<file path="src/rtl/strip_allocator.sv">
// First-fit strip allocator for the 128x128 array: places a (w,h) block into one of
// 13 strips by height class and reports the strip ID and the block's x position.
module strip_allocator (
  input  logic       clk_i,
  input  logic       rst_i,
  input  logic       in_valid_i,
  output logic       in_ready_o,
  input  logic [4:0] in_width_i,
  input  logic [4:0] in_height_i,
  output logic       out_valid_o,
  input  logic       out_ready_i,
  output logic [3:0] out_strip_id_o,
  output logic [7:0] out_x_o,
  output logic       out_reject_o
);

  typedef enum logic [1:0] {IDLE, SEARCH, DONE} state_t;

  state_t     state;
  logic [4:0] w_q;
  logic [4:0] h_q;
  logic [2:0] j_q;
  logic       vld_p0;
  logic [3:0] cand_p0;
  logic [7:0] fill_p0;
  logic [7:0] fill [0:15];

  logic [1:0] cls;
  logic [3:0] cand_cur;
  logic [3:0] cand_nxt;
  logic [8:0] sum;
  logic       fits;
  logic       bad;
  logic       last;

  function automatic logic [1:0] cls_of(input logic [4:0] h);
    if (h <= 5'd7)       return 2'd0;
    else if (h == 5'd8)  return 2'd1;
    else                 return 2'd2;
  endfunction

  // Class A walks even strips from 2, class B odd strips from 1, class C strips 12..13.
  function automatic logic [3:0] cand_of(input logic [1:0] c, input logic [2:0] j);
    logic [3:0] jj;
    jj = {1'b0, j};
    case (c)
      2'd0:    return (jj << 1) + 4'd2;
      2'd1:    return (jj << 1) + 4'd1;
      default: return jj + 4'd12;
    endcase
  endfunction

  function automatic logic [2:0] last_of(input logic [1:0] c);
    case (c)
      2'd0:    return 3'd4;
      2'd1:    return 3'd5;
      default: return 3'd1;
    endcase
  endfunction

  function automatic logic illegal(input logic [4:0] w, input logic [4:0] h);
    return (h == 5'd0) || (h > 5'd16) || (w == 5'd0) || (w > 5'd16);
  endfunction

  always_comb begin
    cls      = cls_of(h_q);
    cand_cur = cand_of(cls, j_q);
    cand_nxt = cand_of(cls, j_q + 3'd1);
    sum      = {1'b0, fill_p0} + {4'b0, w_q};
    fits     = (sum <= 9'd128);
    bad      = illegal(w_q, h_q);
    last     = (j_q == last_of(cls));
  end

  always_ff @(posedge clk_i or posedge rst_i) begin
    if (rst_i) begin
      state          <= IDLE;
      in_ready_o     <= 1'b1;
      out_valid_o    <= 1'b0;
      out_strip_id_o <= '0;
      out_x_o        <= '0;
      out_reject_o   <= 1'b0;
      w_q            <= '0;
      h_q            <= '0;
      j_q            <= '0;
      vld_p0         <= 1'b0;
      cand_p0        <= '0;
      fill_p0        <= '0;
      for (int s = 0; s < 16; s++) fill[s] <= '0;
    end else begin
      case (state)
        IDLE: begin
          if (in_valid_i) begin
            w_q        <= in_width_i;
            h_q        <= in_height_i;
            j_q        <= '0;
            vld_p0     <= 1'b0;
            in_ready_o <= 1'b0;
            state      <= SEARCH;
          end
        end
        SEARCH: begin
          // p0: fetch the fill level of candidate j; p1: judge it and fetch j+1 in parallel.
          if (!vld_p0) begin
            cand_p0 <= cand_cur;
            fill_p0 <= fill[cand_cur];
            vld_p0  <= 1'b1;
          end else if (bad || (!fits && last)) begin
            out_strip_id_o <= '0;
            out_x_o        <= '0;
            out_reject_o   <= 1'b1;
            out_valid_o    <= 1'b1;
            state          <= DONE;
          end else if (fits) begin
            out_strip_id_o <= cand_p0;
            out_x_o        <= fill_p0;
            out_reject_o   <= 1'b0;
            out_valid_o    <= 1'b1;
            fill[cand_p0]  <= sum[7:0];
            state          <= DONE;
          end else begin
            j_q     <= j_q + 3'd1;
            cand_p0 <= cand_nxt;
            fill_p0 <= fill[cand_nxt];
          end
        end
        DONE: begin
          if (out_ready_i) begin
            out_valid_o <= 1'b0;
            in_ready_o  <= 1'b1;
            state       <= IDLE;
          end
        end
        default: state <= IDLE;
      endcase
    end
  end

endmodule
</file>
<file path="config.mk">
export PLATFORM = sky130hd
export DESIGN_NAME = strip_allocator
export DESIGN_NICKNAME = d
export VERILOG_FILES = /design/src/rtl/strip_allocator.sv
export SDC_FILE = /design/constraint.sdc
export NUM_CORES = 1
export LEC_CHECK = 0
export BUFFER_PORTS_ARGS = -buffer_cell sky130_fd_sc_hd__buf_2
export CAP_MARGIN = 20
export CORE_AREA = 10 10 181 183
export CTS_CLUSTER_DIAMETER = 80
export DETAILED_ROUTE_END_ITERATION = 16
export DIE_AREA = 0 0 191 193
export PLACE_DENSITY = 0.46
export SLEW_MARGIN = 20
export SYNTH_ARGS = -nofsm -noshare
export SYNTH_HDL_FRONTEND = slang
export SYNTH_SLANG_ARGS = --single-unit
export TNS_END_PERCENT = 5
</file>
<file path="constraint.sdc">
create_clock -name clk_i -period 15.57 [get_ports clk_i]
set_input_delay 2.3355 -clock clk_i [delete_from_list [all_inputs] [get_ports clk_i]]
set_output_delay 2.3355 -clock clk_i [all_outputs]
set_load 0.01 [all_outputs]
</file>
# --- After elaboration in Yosys (flattened, before gate mapping) ---
# Index checks and enable logic that the tools add are counted.
totals:
  register_bits: 171
  in_bits: 14
  output_inout_bits: 15
classes:
  add_sub_neg: 8
  magnitude_cmp: 8
  eq_ne: 13
  n_mux: 46
  bitwise_logic: 4
  reduce_logical: 24
ops:
  columns: ["operator", "n"]
  rows:
  - ["$bwmux W128", 1]
  - ["$mux W8", 10]
  - ["$bmux W8 S4", 2]
  - ["$demux W8 S4", 1]
  - ["$mux W4", 5]
  - ["$pmux W4 S2", 2]
  - ["$ge A5 B5 Y1 const B", 3]
  - ["$not A4 Y5", 3]
  - ["$mux W2", 7]
  - ["$ne A2 B2 Y1 const B", 7]
  - ["$mux W3", 4]
  - ["$pmux W3 S2", 2]
  - ["$reduce_and A4 Y1", 3]
  - ["$gt A5 B5 Y1 const B", 2]
  - ["$logic_not A5 Y1", 2]
  - ["$add A8 B5 Y9", 1]
  - ["$le A9 B8 Y1 const B", 1]
  - ["$reduce_and A3 Y1", 3]
  - ["$add A3 B4 Y4 const B", 2]
  - ["$add A4 B1 Y4 const B", 2]
  - ["$add A4 B2 Y4 const B", 2]
  - ["$mux W1", 8]
  - ["$reduce_bool A2 Y1", 4]
  - ["$pmux W1 S2", 3]
  - ["other kinds (16)", 23]

# --- Logic depth before layout (Yosys ltp) ---
logic_depth:
  word_depth: 12
  mapped_depth: 14
  ltp_nobuf: 9

# --- Least setup slack after synthesis ---
# OpenSTA, ideal clock, no wires.
synth_path:
  path_kind: "input to register"
  start: "input in_valid_i"
  end: "register h_q[1]"
  arrival_time_ps: 3325
  setup_slack_ps: 12120
  path_stages: 4
  cell_sequence: "nand2_1 > nor2_1 > clkbuf_1 > mux2_2"
synth_via:
  elab_chain_cells: 1
synth_lines:
  columns: ["element", "line", "rtl"]
  rows:
  - ["from (decl)", "6", "input logic in_valid_i,"]
  - ["$reduce_and A2 Y1 (no line)", null, null]
  - ["to (signal assigned)", "95", "h_q <= in_height_i;"]
  - ["to (decl)", "21", "logic [4:0] h_q;"]
# No other way between the ends.
# A chain may end at the register's enable or synchronous reset.

# --- Worst setup path in the final report ---
layout_path:
  start: "register j_q[0]"
  end: "register fill_p0[2]"
layout_via:
  elab_chain_cells: 10
  word_cells_on_any_way: 25
  classes_between: "add/sub: 7; eq/ne: 2; mux: 11; bitwise: 2; reduce/logical: 3"
layout_lines:
  columns: ["element", "line", "rtl"]
  rows:
  - ["from (decl)", "22", "logic [2:0] j_q;"]
  - ["from (signal assigned)", "122", "j_q <= j_q + 3'd1;"]
  - ["$add A3 B1 Y3", "68", "cand_nxt = cand_of(cls, j_q + 3'd1);"]
  - ["$add A3 B4 Y4, or another cell as far along", "49", "default: return jj + 4'd12;"]
  - ["$pmux W4 S2", "46", "case (c)"]
  - ["$not A4 Y5 (implied by the code)", "124", "fill_p0 <= fill[cand_nxt];"]
  - ["$bmux W8 S4", "124", null]
  - ["$mux W8 (implied by the code) (2 in a row)", "124", null]
  - ["$mux W8", "114", "end else if (fits) begin"]
  - ["$mux W8", "108", "end else if (bad || (!fits && last)) begin"]
  - ["$mux W8", "104", "if (!vld_p0) begin"]
  - ["to (signal assigned)", "106", "fill_p0 <= fill[cand_cur];"]
  - ["to (signal assigned)", "124", null]
  - ["to (decl)", "25", "logic [7:0] fill_p0;"]
# Parallel ways exist; a longest one is shown, timed or not. The select of a mux whose other input is x is not followed.

==> metrics.yaml <==
timing.final.hold_violations: 0
drc: 0
holdPathStages: 1
ys_ff_latch: 171
cts_buffer_depth: 2
cts_hold_buf: 0
final.setup.tns_ns: 0
finish.utilization_pct: 38.19
period_minus_slack_ns: 4.545
synthesis.area_mm2: 0.01009
cts_tree: "done"
fin_crit_sh_pct: 29.19
drtIter0Drc: 656
ys_async_sr_fraction_pct: 100.0
clock-root-buffer: "clkbuf_16"
ir_drop_mv: 0.1150
ys_dominant_reg_cell: "dfrtp_1"
ant_nets: 0
path_cells: "buf_4 > inv_1 > ha_1 > o31ai_1 > o211ai_1 > and2_1 > a211oi_1 > o311ai_0 > o2111ai_1 > a31oi_1"
grt_first_pass_wirelength_um: 52260
die_y_um: 193
max_cap_viol_count: 0
areaGrowthSynthToFinish_pct: 10.73
finalSetupViolCount: 0
cts_setup_buffers: 0
power.total_mw: 2.469
slew_violations: 0
first_global_vias: 7785
critPathMaxStageDelay_ns: 0.86
tightest_slew_ns: 1.154
path_class: "flip-flop to flip-flop"
start_kind: "flip-flop"
fin_cells: 1317
ioPinCount: 29
grt-ovfl-total: 0
coreArea_mm2: 0.02924
postSynthCellCount: 915
synth_top_cell_area_share_pct: 42.17
n_antenna_cell: 0
synth_top_cell_by_area: "dfrtp_1"
grt_usage_pct: 18.87
max_freq_mhz: 220.0
clk_pin_slew_ns: 0.07
power.leakage_nw: 5.019
pre_cts_ws_ns: 11.10
syn_avg_cell_area_um2: 11.02
crit_slowest_cell: "ha_1"
dp.cells: 1285
synth_warnings: 0
via_per_inst: 5.983
rsz0062_at_grt: "no"
postSynthNetCount: 937
critPathCaptureType: "flip-flop"
synth-edff-count: 0
routabilityCongestion: 0.9095
dpl.hpwl_um: 24000
num_rows: 63
ctsHtreeMaxLevel: 4
wirelength_um: 34170
setup_slack_ns: 11.03
synth_cell_types: 82
antenna_found_initial: 0
vias: 7879
fin_skew_ns: 0.01560
first_pass_iters: 8
reg2reg_depth: 10
die_w_um: 191
start_util_pct: 34.49
grt_max_degree: 100
worst_ep_arrival_time_ns: 4.87
portBuffers: 28
path_depth: 10
fin_nets: 936
hp-class: "flip-flop to flip-flop"
worst_ep_required_time_ns: 15.90
drive_gt1_share_pct: 29.56
cp_num_buf_inv: 2
post_cts_resized: 0
insertion_delay_ns: 0.45
crit_family: "compound AO/OA/AOI/OAI gates"
power.density_mw_per_mm2: 221.1
critical_path.max_fanout: 28
relSlewSlack_pct: 23.07
outcome: "finished clean"
cts_sinks: 171
die_area_mm2: 0.03686
post_drt_wl_per_cell_um: 25.94
cts_buffers: 17
yosysSeqAreaShare_pct: 42.43
synthTopCellsByArea: "dfrtp_1 42%, mux2_2 16%, mux2i_1 3.3%"
## through the flow
step,cell area [um^2],hold WS [ns]
floorplan,10090,0.4794
global placement,10550,0.4866
detailed placement,10560,0.4901
CTS,11170,0.5061
global route,11170,0.5197
finish,11170,0.4976
## sequential cells by signal, summed over array words and instances (netlist names)
signal / flops
fill_p0: 8
h_q: 5
out_x_o: 8
cand_p0: 4
fill: 128
out_strip_id_o: 4
vld_p0: 1
out_valid_o: 1
j_q: 3
w_q: 5
in_ready_o: 1
state: 2
out_reject_o: 1
## kinds of logic (layout without fill, tap and decap cells)
| family | count (synthesis) | count (layout) | synth area share [%] |
|---|---|---|---|
| and+or+nand+nor | 211 | 211 | 10.78 |
| xor gates and xnor gates | 12 | 12 | 1.116 |
| adders and majority gates | 8 | 8 | 1.067 |
| buffers and inverters | 80 | 92 | 3.895 |
| muxes | 198 | 198 | 23.89 |
| DFF | 171 | 171 | 42.43 |
| AOI/OAI and AO/OA | 235 | 235 | 16.82 |
## area by class of cell
cell class / instances / area [um^2]
tap: 390 / 488.0
multi-input combinational: 664 / 5451
clock inverter: 9 / 111.4
fill: 2838 / 18070
sequential: 171 / 4280
timing repair buffer: 48 / 290.3
inverter: 12 / 50.05
clock buffer: 23 / 498.0
## power breakdown
group | internal [mW] | switching, mW
registers | 0.565 | 0.155
logic | 0.459 | 0.843
clock network | 0.258 | 0.189
total | 1.28 | 1.19
## synth_stat cells, types with 9 or more instances
library cell	count
a211oi_1	20
a21oi_1	38
a22o_1	22
a31oi_1	18
buf_2	16
clkbuf_1	39
dfrtp_1	170
inv_1	12
mux2_2	146
mux2i_1	33
mux4_2	13
nand2_1	69
nand3_1	26
nor2_1	42
nor3_1	13
o2111ai_1	9
o211ai_1	12
o21ai_0	29
o22ai_1	10
## path summary, 6_finish.rpt
path / startpoint / endpoint / slack (ns)
max: j_q[0] / fill_p0[2] / 11.03
min: out_x_o[1] / out_x_o[1] / 0.50
max reg2reg: j_q[0] / fill_p0[2] / 11.03
min reg2reg: out_x_o[1] / out_x_o[1] / 0.50
max in group asynchronous: rst_i / fill_p0[4] / 11.89
min in group asynchronous: rst_i / w_q[4] / 2.09
## cell usage in the layout (no fill, tap or decap), types with 6 or more instances in the layout
cell and n:
nand2_1 69, ha_1 7, buf_4 20, xnor2_1 6, nand2b_1 6, o2111ai_1 9, nor2_1 42, nand4_2 6
mux2_2 146, a32oi_1 8, o21ai_0 29, o221ai_1 8, o2bb2ai_1 6, a22o_1 22, o22ai_1 10, nand3_1 26
dfrtp_1 170, nor2b_1 6, a31oi_1 18, nor3_1 13, inv_1 11, mux4_2 13, and3_1 8, nand3_2 6
buf_2 28, o211ai_1 12, a211oi_1 20, clkbuf_16 17, mux2i_1 33, a21oi_1 37
## metal layers
layer	vias up	wire length, um	GRT usage (%)
li1	3505	-	-
met5	-	0	0
met1	4038	15650	25.89
met4	0	908	6.632
met2	295	15550	29.43
met3	41	2054	3.273
## worst register-to-register path, delay by kind of cell (launching register included)
kind | cells | cell delay, ns
compound gates | 6 | 1.71
fa+ha+maj | 1 | 0.86
buf+inv | 2 | 0.79
simple gates | 1 | 0.74
flops | 1 | 0.33
Power figures use the tool's default switching activity.
